[src/rtl/ctrl_pkg.sv]
// ctrl_pkg: opcode map, ALU/select encodings, control bundle and FSM states for the decode stage
package ctrl_pkg;
    localparam logic [4:0] OP_HALT  = 5'b00000;
    localparam logic [4:0] OP_NOP   = 5'b00001;
    localparam logic [4:0] OP_J     = 5'b00100;
    localparam logic [4:0] OP_JR    = 5'b00101;
    localparam logic [4:0] OP_JAL   = 5'b00110;
    localparam logic [4:0] OP_JALR  = 5'b00111;
    localparam logic [4:0] OP_ADDI  = 5'b01000;
    localparam logic [4:0] OP_SUBI  = 5'b01001;
    localparam logic [4:0] OP_XORI  = 5'b01010;
    localparam logic [4:0] OP_ANDNI = 5'b01011;
    localparam logic [4:0] OP_BEQZ  = 5'b01100;
    localparam logic [4:0] OP_BNEZ  = 5'b01101;
    localparam logic [4:0] OP_BLTZ  = 5'b01110;
    localparam logic [4:0] OP_BGEZ  = 5'b01111;
    localparam logic [4:0] OP_ST    = 5'b10000;
    localparam logic [4:0] OP_LD    = 5'b10001;
    localparam logic [4:0] OP_SLBI  = 5'b10010;
    localparam logic [4:0] OP_STU   = 5'b10011;
    localparam logic [4:0] OP_ROLI  = 5'b10100;
    localparam logic [4:0] OP_SLLI  = 5'b10101;
    localparam logic [4:0] OP_RORI  = 5'b10110;
    localparam logic [4:0] OP_SRLI  = 5'b10111;
    localparam logic [4:0] OP_LBI   = 5'b11000;
    localparam logic [4:0] OP_BTR   = 5'b11001;
    localparam logic [4:0] OP_SHR   = 5'b11010;
    localparam logic [4:0] OP_ALUR  = 5'b11011;
    localparam logic [4:0] OP_SEQ   = 5'b11100;
    localparam logic [4:0] OP_SLT   = 5'b11101;
    localparam logic [4:0] OP_SLE   = 5'b11110;
    localparam logic [4:0] OP_SCO   = 5'b11111;

    localparam logic [2:0] ALU_ROL  = 3'b000;
    localparam logic [2:0] ALU_SLL  = 3'b001;
    localparam logic [2:0] ALU_ROR  = 3'b010;
    localparam logic [2:0] ALU_SRL  = 3'b011;
    localparam logic [2:0] ALU_ADD  = 3'b100;
    localparam logic [2:0] ALU_OR   = 3'b101;
    localparam logic [2:0] ALU_XOR  = 3'b110;
    localparam logic [2:0] ALU_ANDN = 3'b111;

    localparam logic [1:0] WSEL_75  = 2'b00;
    localparam logic [1:0] WSEL_42  = 2'b01;
    localparam logic [1:0] WSEL_108 = 2'b10;
    localparam logic [1:0] WSEL_R7  = 2'b11;

    localparam logic [1:0] LEN_5  = 2'b00;
    localparam logic [1:0] LEN_8  = 2'b01;
    localparam logic [1:0] LEN_11 = 2'b10;

    localparam logic [1:0] BR_EQZ = 2'b00;
    localparam logic [1:0] BR_NEZ = 2'b01;
    localparam logic [1:0] BR_LTZ = 2'b10;
    localparam logic [1:0] BR_GEZ = 2'b11;

    typedef struct packed {
        logic [2:0] alu_op;
        logic       inv_a;
        logic       inv_b;
        logic       cin;
        logic       sign;
        logic       immed;
        logic       ext_type;
        logic [1:0] len_immed;
        logic       reg_w_en;
        logic [2:0] dst_reg;
        logic       mem_rd;
        logic       mem_wr;
        logic       mem_to_reg;
        logic [1:0] br_cond;
        logic       is_br;
        logic       is_jmp;
        logic       jmp_reg;
        logic       link;
        logic       comp;
        logic [1:0] comp_cont;
        logic       pass;
        logic       ex_btr;
        logic       ex_slbi;
    } ctrl_bundle_t;

    typedef enum logic [1:0] {ST_RUN, ST_DRAIN, ST_HALTED} state_t;
endpackage

[src/rtl/ctrl_decode_pipe_if.sv]
// ctrl_decode_pipe_if: fetch-side and execute-side handshakes plus the registered control bundle
interface ctrl_decode_pipe_if #(parameter int INSTR_W = 16, parameter int REG_W = 3);
    logic               in_valid;
    logic               in_ready;
    logic [INSTR_W-1:0] instr;
    logic               flush;
    logic               out_valid;
    logic               out_ready;
    logic [2:0]         alu_op;
    logic               inv_a;
    logic               inv_b;
    logic               cin;
    logic               sign;
    logic               immed;
    logic               ext_type;
    logic [1:0]         len_immed;
    logic               reg_w_en;
    logic [REG_W-1:0]   dst_reg;
    logic               mem_rd;
    logic               mem_wr;
    logic               mem_to_reg;
    logic [1:0]         br_cond;
    logic               is_br;
    logic               is_jmp;
    logic               jmp_reg;
    logic               link;
    logic               comp;
    logic [1:0]         comp_cont;
    logic               pass;
    logic               ex_btr;
    logic               ex_slbi;
    logic               createdump;
    logic               halted;
    logic               illegal;

    modport master (
        output in_valid, instr, flush, out_ready,
        input  in_ready, out_valid, alu_op, inv_a, inv_b, cin, sign, immed, ext_type, len_immed,
               reg_w_en, dst_reg, mem_rd, mem_wr, mem_to_reg, br_cond, is_br, is_jmp, jmp_reg,
               link, comp, comp_cont, pass, ex_btr, ex_slbi, createdump, halted, illegal
    );
    modport slave (
        input  in_valid, instr, flush, out_ready,
        output in_ready, out_valid, alu_op, inv_a, inv_b, cin, sign, immed, ext_type, len_immed,
               reg_w_en, dst_reg, mem_rd, mem_wr, mem_to_reg, br_cond, is_br, is_jmp, jmp_reg,
               link, comp, comp_cont, pass, ex_btr, ex_slbi, createdump, halted, illegal
    );
endinterface

[src/rtl/ctrl_decode.sv]
// ctrl_decode: combinational instr -> control bundle; ILLEGAL_TRAP_EN flags unknown opcodes instead of NOP
module ctrl_decode
    import ctrl_pkg::*;
#(
    parameter int INSTR_W = 16,
    parameter int OPC_W   = 5
) (
    input  logic [INSTR_W-1:0] i_instr,
    output ctrl_bundle_t       o_ctrl,
    output logic               o_halt,
    output logic               o_illegal
);
    logic [4:0] w_op;
    logic [1:0] w_fn;
    logic [1:0] w_wsel;
    assign w_op = 5'(i_instr[INSTR_W-1 -: OPC_W]);
    assign w_fn = i_instr[1:0];
    always_comb begin
        o_ctrl    = '0;
        o_halt    = 1'b0;
        o_illegal = 1'b0;
        w_wsel    = WSEL_75;
        case (w_op)
            OP_HALT: o_halt = 1'b1;
            OP_NOP: ;
            OP_ADDI, OP_SUBI: begin
                o_ctrl.alu_op   = ALU_ADD;
                o_ctrl.inv_a    = w_op[0];
                o_ctrl.cin      = w_op[0];
                o_ctrl.sign     = 1'b1;
                o_ctrl.immed    = 1'b1;
                o_ctrl.ext_type = 1'b1;
                o_ctrl.reg_w_en = 1'b1;
            end
            OP_XORI, OP_ANDNI: begin
                o_ctrl.alu_op   = w_op[0] ? ALU_ANDN : ALU_XOR;
                o_ctrl.inv_b    = w_op[0];
                o_ctrl.immed    = 1'b1;
                o_ctrl.reg_w_en = 1'b1;
            end
            OP_ROLI, OP_SLLI, OP_RORI, OP_SRLI: begin
                o_ctrl.alu_op   = {1'b0, w_op[1:0]};
                o_ctrl.immed    = 1'b1;
                o_ctrl.reg_w_en = 1'b1;
            end
            OP_ST, OP_LD, OP_STU: begin
                o_ctrl.alu_op     = ALU_ADD;
                o_ctrl.sign       = 1'b1;
                o_ctrl.immed      = 1'b1;
                o_ctrl.ext_type   = 1'b1;
                o_ctrl.mem_rd     = w_op == OP_LD;
                o_ctrl.mem_to_reg = w_op == OP_LD;
                o_ctrl.mem_wr     = w_op != OP_LD;
                o_ctrl.reg_w_en   = w_op != OP_ST;
                w_wsel            = w_op == OP_STU ? WSEL_108 : WSEL_75;
            end
            OP_BTR: begin
                o_ctrl.ex_btr   = 1'b1;
                o_ctrl.reg_w_en = 1'b1;
                w_wsel          = WSEL_42;
            end
            // SUB is Rt - Rs, so the A operand (Rs) is the one inverted
            OP_ALUR: begin
                o_ctrl.alu_op   = w_fn[1] ? (w_fn[0] ? ALU_ANDN : ALU_XOR) : ALU_ADD;
                o_ctrl.inv_a    = w_fn == 2'b01;
                o_ctrl.cin      = w_fn == 2'b01;
                o_ctrl.inv_b    = w_fn == 2'b11;
                o_ctrl.sign     = !w_fn[1];
                o_ctrl.reg_w_en = 1'b1;
                w_wsel          = WSEL_42;
            end
            OP_SHR: begin
                o_ctrl.alu_op   = {1'b0, w_fn};
                o_ctrl.reg_w_en = 1'b1;
                w_wsel          = WSEL_42;
            end
            OP_SEQ, OP_SLT, OP_SLE, OP_SCO: begin
                o_ctrl.alu_op    = ALU_ADD;
                o_ctrl.inv_b     = w_op != OP_SCO;
                o_ctrl.cin       = w_op != OP_SCO;
                o_ctrl.sign      = 1'b1;
                o_ctrl.comp      = 1'b1;
                o_ctrl.comp_cont = w_op[1:0];
                o_ctrl.reg_w_en  = 1'b1;
                w_wsel           = WSEL_42;
            end
            OP_BEQZ, OP_BNEZ, OP_BLTZ, OP_BGEZ: begin
                o_ctrl.is_br     = 1'b1;
                o_ctrl.br_cond   = w_op[1:0];
                o_ctrl.immed     = 1'b1;
                o_ctrl.ext_type  = 1'b1;
                o_ctrl.len_immed = LEN_8;
            end
            OP_LBI, OP_SLBI: begin
                o_ctrl.pass      = w_op == OP_LBI;
                o_ctrl.ex_slbi   = w_op == OP_SLBI;
                o_ctrl.ext_type  = w_op == OP_LBI;
                o_ctrl.immed     = 1'b1;
                o_ctrl.len_immed = LEN_8;
                o_ctrl.reg_w_en  = 1'b1;
                w_wsel           = WSEL_108;
            end
            OP_J, OP_JR, OP_JAL, OP_JALR: begin
                o_ctrl.is_jmp    = 1'b1;
                o_ctrl.jmp_reg   = w_op[0];
                o_ctrl.link      = w_op[1];
                o_ctrl.reg_w_en  = w_op[1];
                o_ctrl.immed     = 1'b1;
                o_ctrl.ext_type  = 1'b1;
                o_ctrl.len_immed = w_op[0] ? LEN_8 : LEN_11;
                w_wsel           = WSEL_R7;
            end
`ifdef ILLEGAL_TRAP_EN
            default: o_illegal = 1'b1;
`else
            default: ;
`endif
        endcase
        o_ctrl.dst_reg = w_wsel == WSEL_75  ? i_instr[7:5]  :
                         w_wsel == WSEL_42  ? i_instr[4:2]  :
                         w_wsel == WSEL_108 ? i_instr[10:8] : 3'd7;
    end
endmodule

[src/rtl/ctrl_decode_pipe.sv]
// ctrl_decode_pipe: ID/EX register with handshakes, load-use bubbles and HALT drain; ILLEGAL_TRAP_EN traps unknown ops
module ctrl_decode_pipe
    import ctrl_pkg::*;
#(
    parameter int INSTR_W      = 16,
    parameter int OPC_W        = 5,
    parameter int REG_W        = 3,
    parameter int DRAIN_CYCLES = 3
) (
    input logic clk,
    input logic rst,
    ctrl_decode_pipe_if.slave bus
);
    localparam int CNT_W = $clog2(DRAIN_CYCLES + 1);

    ctrl_bundle_t     w_dec, r_b;
    state_t           r_state, w_state_nx;
    logic [CNT_W-1:0] r_cnt, w_cnt_nx;
    logic             r_valid, r_createdump, w_dump_nx;
    logic             w_halt, w_illegal, w_adv, w_lu_stall, w_in_ready, w_accept;

    ctrl_decode #(.INSTR_W(INSTR_W), .OPC_W(OPC_W)) u_dec (
        .i_instr  (bus.instr),
        .o_ctrl   (w_dec),
        .o_halt   (w_halt),
        .o_illegal(w_illegal)
    );

    assign w_adv      = !r_valid || bus.out_ready;
    assign w_lu_stall = r_valid && r_b.mem_rd && r_b.reg_w_en &&
                        (r_b.dst_reg == bus.instr[10:8] || r_b.dst_reg == bus.instr[7:5]);
    assign w_in_ready = r_state == ST_RUN && w_adv && !w_lu_stall && !bus.flush;
    assign w_accept   = bus.in_valid && w_in_ready;

    always_comb begin
        w_state_nx = r_state;
        w_cnt_nx   = r_cnt;
        w_dump_nx  = 1'b0;
        if (bus.flush && r_state == ST_DRAIN) begin
            w_state_nx = ST_RUN;
            w_cnt_nx   = '0;
        end else if (w_accept && (w_halt || w_illegal)) begin
            w_state_nx = ST_DRAIN;
            w_cnt_nx   = CNT_W'(DRAIN_CYCLES);
        end else if (r_state == ST_DRAIN && w_adv) begin
            w_cnt_nx   = r_cnt - 1'b1;
            w_dump_nx  = r_cnt == CNT_W'(1);
            w_state_nx = r_cnt == CNT_W'(1) ? ST_HALTED : ST_DRAIN;
        end
    end

    always_ff @(posedge clk) begin
        if (rst) begin
            r_state      <= ST_RUN;
            r_cnt        <= '0;
            r_valid      <= 1'b0;
            r_b          <= '0;
            r_createdump <= 1'b0;
        end else begin
            r_state      <= w_state_nx;
            r_cnt        <= w_cnt_nx;
            r_createdump <= w_dump_nx;
            if (w_accept) begin
                r_valid <= 1'b1;
                r_b     <= w_dec;
            end else if (w_adv || bus.flush) begin
                r_valid <= 1'b0;
            end
        end
    end

`ifdef ILLEGAL_TRAP_EN
    logic r_illegal;
    always_ff @(posedge clk) begin
        if (rst) r_illegal <= 1'b0;
        else if (w_accept) r_illegal <= w_illegal;
    end
    assign bus.illegal = r_illegal;
`else
    assign bus.illegal = 1'b0;
`endif

    assign bus.in_ready   = w_in_ready;
    assign bus.out_valid  = r_valid;
    assign bus.alu_op     = r_b.alu_op;
    assign bus.inv_a      = r_b.inv_a;
    assign bus.inv_b      = r_b.inv_b;
    assign bus.cin        = r_b.cin;
    assign bus.sign       = r_b.sign;
    assign bus.immed      = r_b.immed;
    assign bus.ext_type   = r_b.ext_type;
    assign bus.len_immed  = r_b.len_immed;
    assign bus.reg_w_en   = r_b.reg_w_en;
    assign bus.dst_reg    = REG_W'(r_b.dst_reg);
    assign bus.mem_rd     = r_b.mem_rd;
    assign bus.mem_wr     = r_b.mem_wr;
    assign bus.mem_to_reg = r_b.mem_to_reg;
    assign bus.br_cond    = r_b.br_cond;
    assign bus.is_br      = r_b.is_br;
    assign bus.is_jmp     = r_b.is_jmp;
    assign bus.jmp_reg    = r_b.jmp_reg;
    assign bus.link       = r_b.link;
    assign bus.comp       = r_b.comp;
    assign bus.comp_cont  = r_b.comp_cont;
    assign bus.pass       = r_b.pass;
    assign bus.ex_btr     = r_b.ex_btr;
    assign bus.ex_slbi    = r_b.ex_slbi;
    assign bus.createdump = r_createdump;
    assign bus.halted     = r_state == ST_HALTED;
endmodule

[src/flat_wrapper.sv]
// flat-port wrapper written by rule: the top's interface ports become plain ports
module ctrl_decode_pipe_flat import ctrl_pkg::*;
#(
    parameter int INSTR_W      = 16,
    parameter int OPC_W        = 5,
    parameter int REG_W        = 3,
    parameter int DRAIN_CYCLES = 3
)
  (clk, rst, bus_in_valid, bus_instr, bus_flush, bus_out_ready, bus_in_ready, bus_out_valid, bus_alu_op, bus_inv_a, bus_inv_b, bus_cin, bus_sign, bus_immed, bus_ext_type, bus_len_immed, bus_reg_w_en, bus_dst_reg, bus_mem_rd, bus_mem_wr, bus_mem_to_reg, bus_br_cond, bus_is_br, bus_is_jmp, bus_jmp_reg, bus_link, bus_comp, bus_comp_cont, bus_pass, bus_ex_btr, bus_ex_slbi, bus_createdump, bus_halted, bus_illegal);
  ctrl_decode_pipe_if #(.INSTR_W(INSTR_W), .REG_W(REG_W)) bus_i ();
  input logic clk;
  input logic rst;
  input wire logic [$bits(bus_i.in_valid)-1:0] bus_in_valid;
  input wire logic [$bits(bus_i.instr)-1:0] bus_instr;
  input wire logic [$bits(bus_i.flush)-1:0] bus_flush;
  input wire logic [$bits(bus_i.out_ready)-1:0] bus_out_ready;
  output wire logic [$bits(bus_i.in_ready)-1:0] bus_in_ready;
  output wire logic [$bits(bus_i.out_valid)-1:0] bus_out_valid;
  output wire logic [$bits(bus_i.alu_op)-1:0] bus_alu_op;
  output wire logic [$bits(bus_i.inv_a)-1:0] bus_inv_a;
  output wire logic [$bits(bus_i.inv_b)-1:0] bus_inv_b;
  output wire logic [$bits(bus_i.cin)-1:0] bus_cin;
  output wire logic [$bits(bus_i.sign)-1:0] bus_sign;
  output wire logic [$bits(bus_i.immed)-1:0] bus_immed;
  output wire logic [$bits(bus_i.ext_type)-1:0] bus_ext_type;
  output wire logic [$bits(bus_i.len_immed)-1:0] bus_len_immed;
  output wire logic [$bits(bus_i.reg_w_en)-1:0] bus_reg_w_en;
  output wire logic [$bits(bus_i.dst_reg)-1:0] bus_dst_reg;
  output wire logic [$bits(bus_i.mem_rd)-1:0] bus_mem_rd;
  output wire logic [$bits(bus_i.mem_wr)-1:0] bus_mem_wr;
  output wire logic [$bits(bus_i.mem_to_reg)-1:0] bus_mem_to_reg;
  output wire logic [$bits(bus_i.br_cond)-1:0] bus_br_cond;
  output wire logic [$bits(bus_i.is_br)-1:0] bus_is_br;
  output wire logic [$bits(bus_i.is_jmp)-1:0] bus_is_jmp;
  output wire logic [$bits(bus_i.jmp_reg)-1:0] bus_jmp_reg;
  output wire logic [$bits(bus_i.link)-1:0] bus_link;
  output wire logic [$bits(bus_i.comp)-1:0] bus_comp;
  output wire logic [$bits(bus_i.comp_cont)-1:0] bus_comp_cont;
  output wire logic [$bits(bus_i.pass)-1:0] bus_pass;
  output wire logic [$bits(bus_i.ex_btr)-1:0] bus_ex_btr;
  output wire logic [$bits(bus_i.ex_slbi)-1:0] bus_ex_slbi;
  output wire logic [$bits(bus_i.createdump)-1:0] bus_createdump;
  output wire logic [$bits(bus_i.halted)-1:0] bus_halted;
  output wire logic [$bits(bus_i.illegal)-1:0] bus_illegal;
  assign bus_i.in_valid = bus_in_valid;
  assign bus_i.instr = bus_instr;
  assign bus_i.flush = bus_flush;
  assign bus_i.out_ready = bus_out_ready;
  assign bus_in_ready = bus_i.in_ready;
  assign bus_out_valid = bus_i.out_valid;
  assign bus_alu_op = bus_i.alu_op;
  assign bus_inv_a = bus_i.inv_a;
  assign bus_inv_b = bus_i.inv_b;
  assign bus_cin = bus_i.cin;
  assign bus_sign = bus_i.sign;
  assign bus_immed = bus_i.immed;
  assign bus_ext_type = bus_i.ext_type;
  assign bus_len_immed = bus_i.len_immed;
  assign bus_reg_w_en = bus_i.reg_w_en;
  assign bus_dst_reg = bus_i.dst_reg;
  assign bus_mem_rd = bus_i.mem_rd;
  assign bus_mem_wr = bus_i.mem_wr;
  assign bus_mem_to_reg = bus_i.mem_to_reg;
  assign bus_br_cond = bus_i.br_cond;
  assign bus_is_br = bus_i.is_br;
  assign bus_is_jmp = bus_i.is_jmp;
  assign bus_jmp_reg = bus_i.jmp_reg;
  assign bus_link = bus_i.link;
  assign bus_comp = bus_i.comp;
  assign bus_comp_cont = bus_i.comp_cont;
  assign bus_pass = bus_i.pass;
  assign bus_ex_btr = bus_i.ex_btr;
  assign bus_ex_slbi = bus_i.ex_slbi;
  assign bus_createdump = bus_i.createdump;
  assign bus_halted = bus_i.halted;
  assign bus_illegal = bus_i.illegal;
  ctrl_decode_pipe #(.INSTR_W(INSTR_W), .OPC_W(OPC_W), .REG_W(REG_W), .DRAIN_CYCLES(DRAIN_CYCLES)) u_core (.clk(clk), .rst(rst), .bus(bus_i));
endmodule
[config.mk]
export PLATFORM = sky130hd
export DESIGN_NAME = ctrl_decode_pipe_flat
export DESIGN_NICKNAME = d
export VERILOG_FILES = /design/src/rtl/ctrl_pkg.sv /design/src/rtl/ctrl_decode_pipe_if.sv /design/src/rtl/ctrl_decode.sv /design/src/rtl/ctrl_decode_pipe.sv /design/src/flat_wrapper.sv
export SDC_FILE = /design/constraint.sdc
export NUM_CORES = 1
export LEC_CHECK = 0
export BUFFER_PORTS_ARGS = -buffer_cell sky130_fd_sc_hd__buf_2
export CORE_AREA = 2 2 63 65
export DETAILED_ROUTE_END_ITERATION = 7
export DIE_AREA = 0 0 65 67
export MAX_ROUTING_LAYER = met4
export PLACE_DENSITY = 0.78
export SYNTH_ARGS = -nofsm -noshare
export SYNTH_HDL_FRONTEND = slang
export SYNTH_SLANG_ARGS = --single-unit
[constraint.sdc]
create_clock -name clk -period 1.9 [get_ports clk]
set_clock_uncertainty 0.1 [all_clocks]
set_input_delay 0.19 -clock clk [delete_from_list [all_inputs] [get_ports clk]]
set_output_delay 0.19 -clock clk [all_outputs]
set_load 0.05 [all_outputs]
==> out/qor.txt <==
Area contributors post-synth - dfxtp_1 38%, nand2b_1 6.2%, a21oi_1 5.5%, xnor2_1 4.8%, nor2_1 4.5%
setup ws final - 94.45 ps
Worst-Skew Late Latency - 290 ps
number of synthesized flops with an enable pin - 0
Final Hold Fails - 0
period utilization - 0.9503
post-synth cell types - 43
drt pass-1 iters - 4
DR iter-0 viols - 58
GR Util met2 - 0.3698
die area - 4355 sq um
vias in the first global route - 1639
GRT Residual Overflow - 0
min cycle time layout - 1806 ps
met1 Resource Use GR - 0.2495
# nets final - 306
CTS tree - yes
CP Data Arrival Time - 1520 ps
Worst R2R End - u_core.bus.ext_type
Peak VDD IR - 556.5 uV
layout cell share with drive strength beyond 1 - 0.2923
Slew Limit Fails - 0
Worst Hold Class - primary input to flop
Synth top area share - 0.3828
Root Driver - clkbuf_8
Req. time, crit path - 1610 ps
Buf/Inv on CP - 2
CP endpoint - bus_in_ready
first-pass GRT wire length - 7.113 mm
Synth warnings - 0
DP Cell Count - 325
Clock Path Buffers - 2
Post-CTS Hold Buffers - 0
Top Usage Layer GRT - met2
Synth Flop Type - dfxtp_1
Die H - 67 um
total negative slack - 0 ps
power per standard cell area - 717.1 nW/um^2
slowest stage cell, crit path - dfxtp_4
Netlist Area Pre-Place - 1831 sq um
Routed WL - 4.356 mm
drt drc - 0
core area - 3606 sq um
fin cells - 332
TritonCTS Buffers - 5
antenna diode count - 0
type of the worst setup path - flop to output pin
Crit. End Element - output pin
number of cells on the critical path - 6
vias per cell - 5.473
area delta synth->final - 26.04%
Max-Cap Viols - 0
most common library cells after synthesis - 35 x dfxtp_1, 22 x nor2_1, 20 x a21oi_1
initial core utilization - 0.5076
M3 GR Usage - 0.05574
final setup violation count - 0
area post-placement - 2202 sq um
post-route cell area - 2307 sq um
worst slew pin tran - 513.6 ps
post-CTS setup buffers - 0
Die Width - 65 um
HPWL after DPL - 3.166 mm
Tot Pwr - 1654 uW
register area share after synthesis - 0.3828
Cell Chain, Critical Path - xnor2_1, nand3_1, a21oi_2, buf_4, nor4_4, buf_6
H-tree Lvls - 2
clock sinks - 35
gr usage total - 0.2202
most common cell in the netlist - dfxtp_1
Worst R2R Start - u_core.r_state[1]
ys async rst share - 0
num rows - 22
Post-Syn Nets - 251
cell taking the most area after synthesis - dfxtp_1
Vias - 1817
antenna-violating nets left - 0
initial antenna violation count - 0
Avg WL per Cell - 13.12 um
FF-to-FF setup slack - 120 ps
startpoint types - flop
worst-case reg-to-reg path depth - 5
cell family with most CP delay - flip-flops
unrepaired setup endpoints after global routing - false
Max stage delay on crit path - 360 ps
largest net degree at the start of global routing - 25
Crit. Startpoint - u_core.bus.dst_reg[2]
run status - completed
Leak - 0.0009851 uW
Reg clk slew, reported paths - 60 ps
Routability Congestion - 0.7983
register bit total from synthesis - 35
Achievable Freq - 553.8 MHz
io pins - 56
Slew headroom - 0.6569
Synth Instances - 229
Syn Area/Cell - 7.993 sq um
Setup WS pre-CTS - 65.40 ps
Buffers on Ports - 54
Max FO, Critical Path - 4
through the flow:
step                      hold WS, ps    util
after detailed placement        358.7  0.6107
final                           74.13  0.6398
after floorplan                 238.4       -
after global placement          358.5  0.6107
after global routing            87.38  0.6398
after CTS                       61.73  0.6367
cells in the final DEF, fill, tap and decap left out, drive strengths merged, types with 5 or more instances in the layout:
master and n:
a21oi 20, a31oi 5, buf 68, clkbuf 6
dfxtp 35, inv 7, mux2i 7, nand2 12
nand2b 18, nand3 12, nor2 22, nor3 6
o21ai 13, xnor2 10
power by group:
part / total, uW / switching (uW) / internal [uW]
Combinational: 345 / 224 / 121
Clock: 539 / 255 / 284
Sequential: 771 / 15.4 / 755
Total: 1650 / 495 / 1160
worst min-delay path by stage:
stage / start / to / cells past startpoint
after floorplan: bus_instr[5] / u_core.bus.dst_reg[0] / 2
after global placement: u_core.bus.br_cond[0] / u_core.bus.br_cond[0] / 2
after detailed placement: u_core.bus.br_cond[0] / u_core.bus.br_cond[0] / 2
after CTS: bus_instr[6] / u_core.bus.dst_reg[1] / 3
after global routing: bus_instr[6] / u_core.bus.dst_reg[1] / 3
final: bus_instr[6] / u_core.bus.dst_reg[1] / 3
what timing repair did:
item,CTS,global route
endpoints found under the hold margin,0,0
resized for setup,2,3
pin swaps,0,3
endpoints found under the setup margin,1,12
layer usage:
layer / share of wire / wire length, um
met1: 0.46 / 1997
met2: 0.47 / 2069
met3: 0.053 / 229
met4: 0.014 / 60
met5: 0 / 0
worst register-to-register path, delay by kind of cell (launching register included):
family | cells | cell delay [ps]
flip-flops | 1 | 340
AO/OA/AOI/OAI | 1 | 230
buffers and inverters | 1 | 250
AND/OR/NAND/NOR | 3 | 770
cell type report:
type	instances	area, sq um
Fill cell	325	1299
Sequential cell	35	711.9
Timing Repair Buffer	68	389.1
Clock buffer	6	82.58
Multi-Input combinational cell	167	1032
Inverter	7	26.28
Tap cell	48	60.06
Clock inverter	1	5.005
kinds of logic after synthesis:
| group | count (synthesis) | share of synthesized area |
|---|---|---|
| xor gates and xnor gates | 10 | 0.04784 |
| DFF | 35 | 0.3828 |
| AOI/OAI and AO/OA | 59 | 0.1996 |
| and+or+nand+nor | 89 | 0.2591 |
| muxes | 7 | 0.03828 |
| adders and majority gates | 1 | 0.006834 |
| buffers and inverters | 27 | 0.06357 |
| other | 1 | 0.002049 |
No activity file was read; power rests on OpenSTA's default activity.
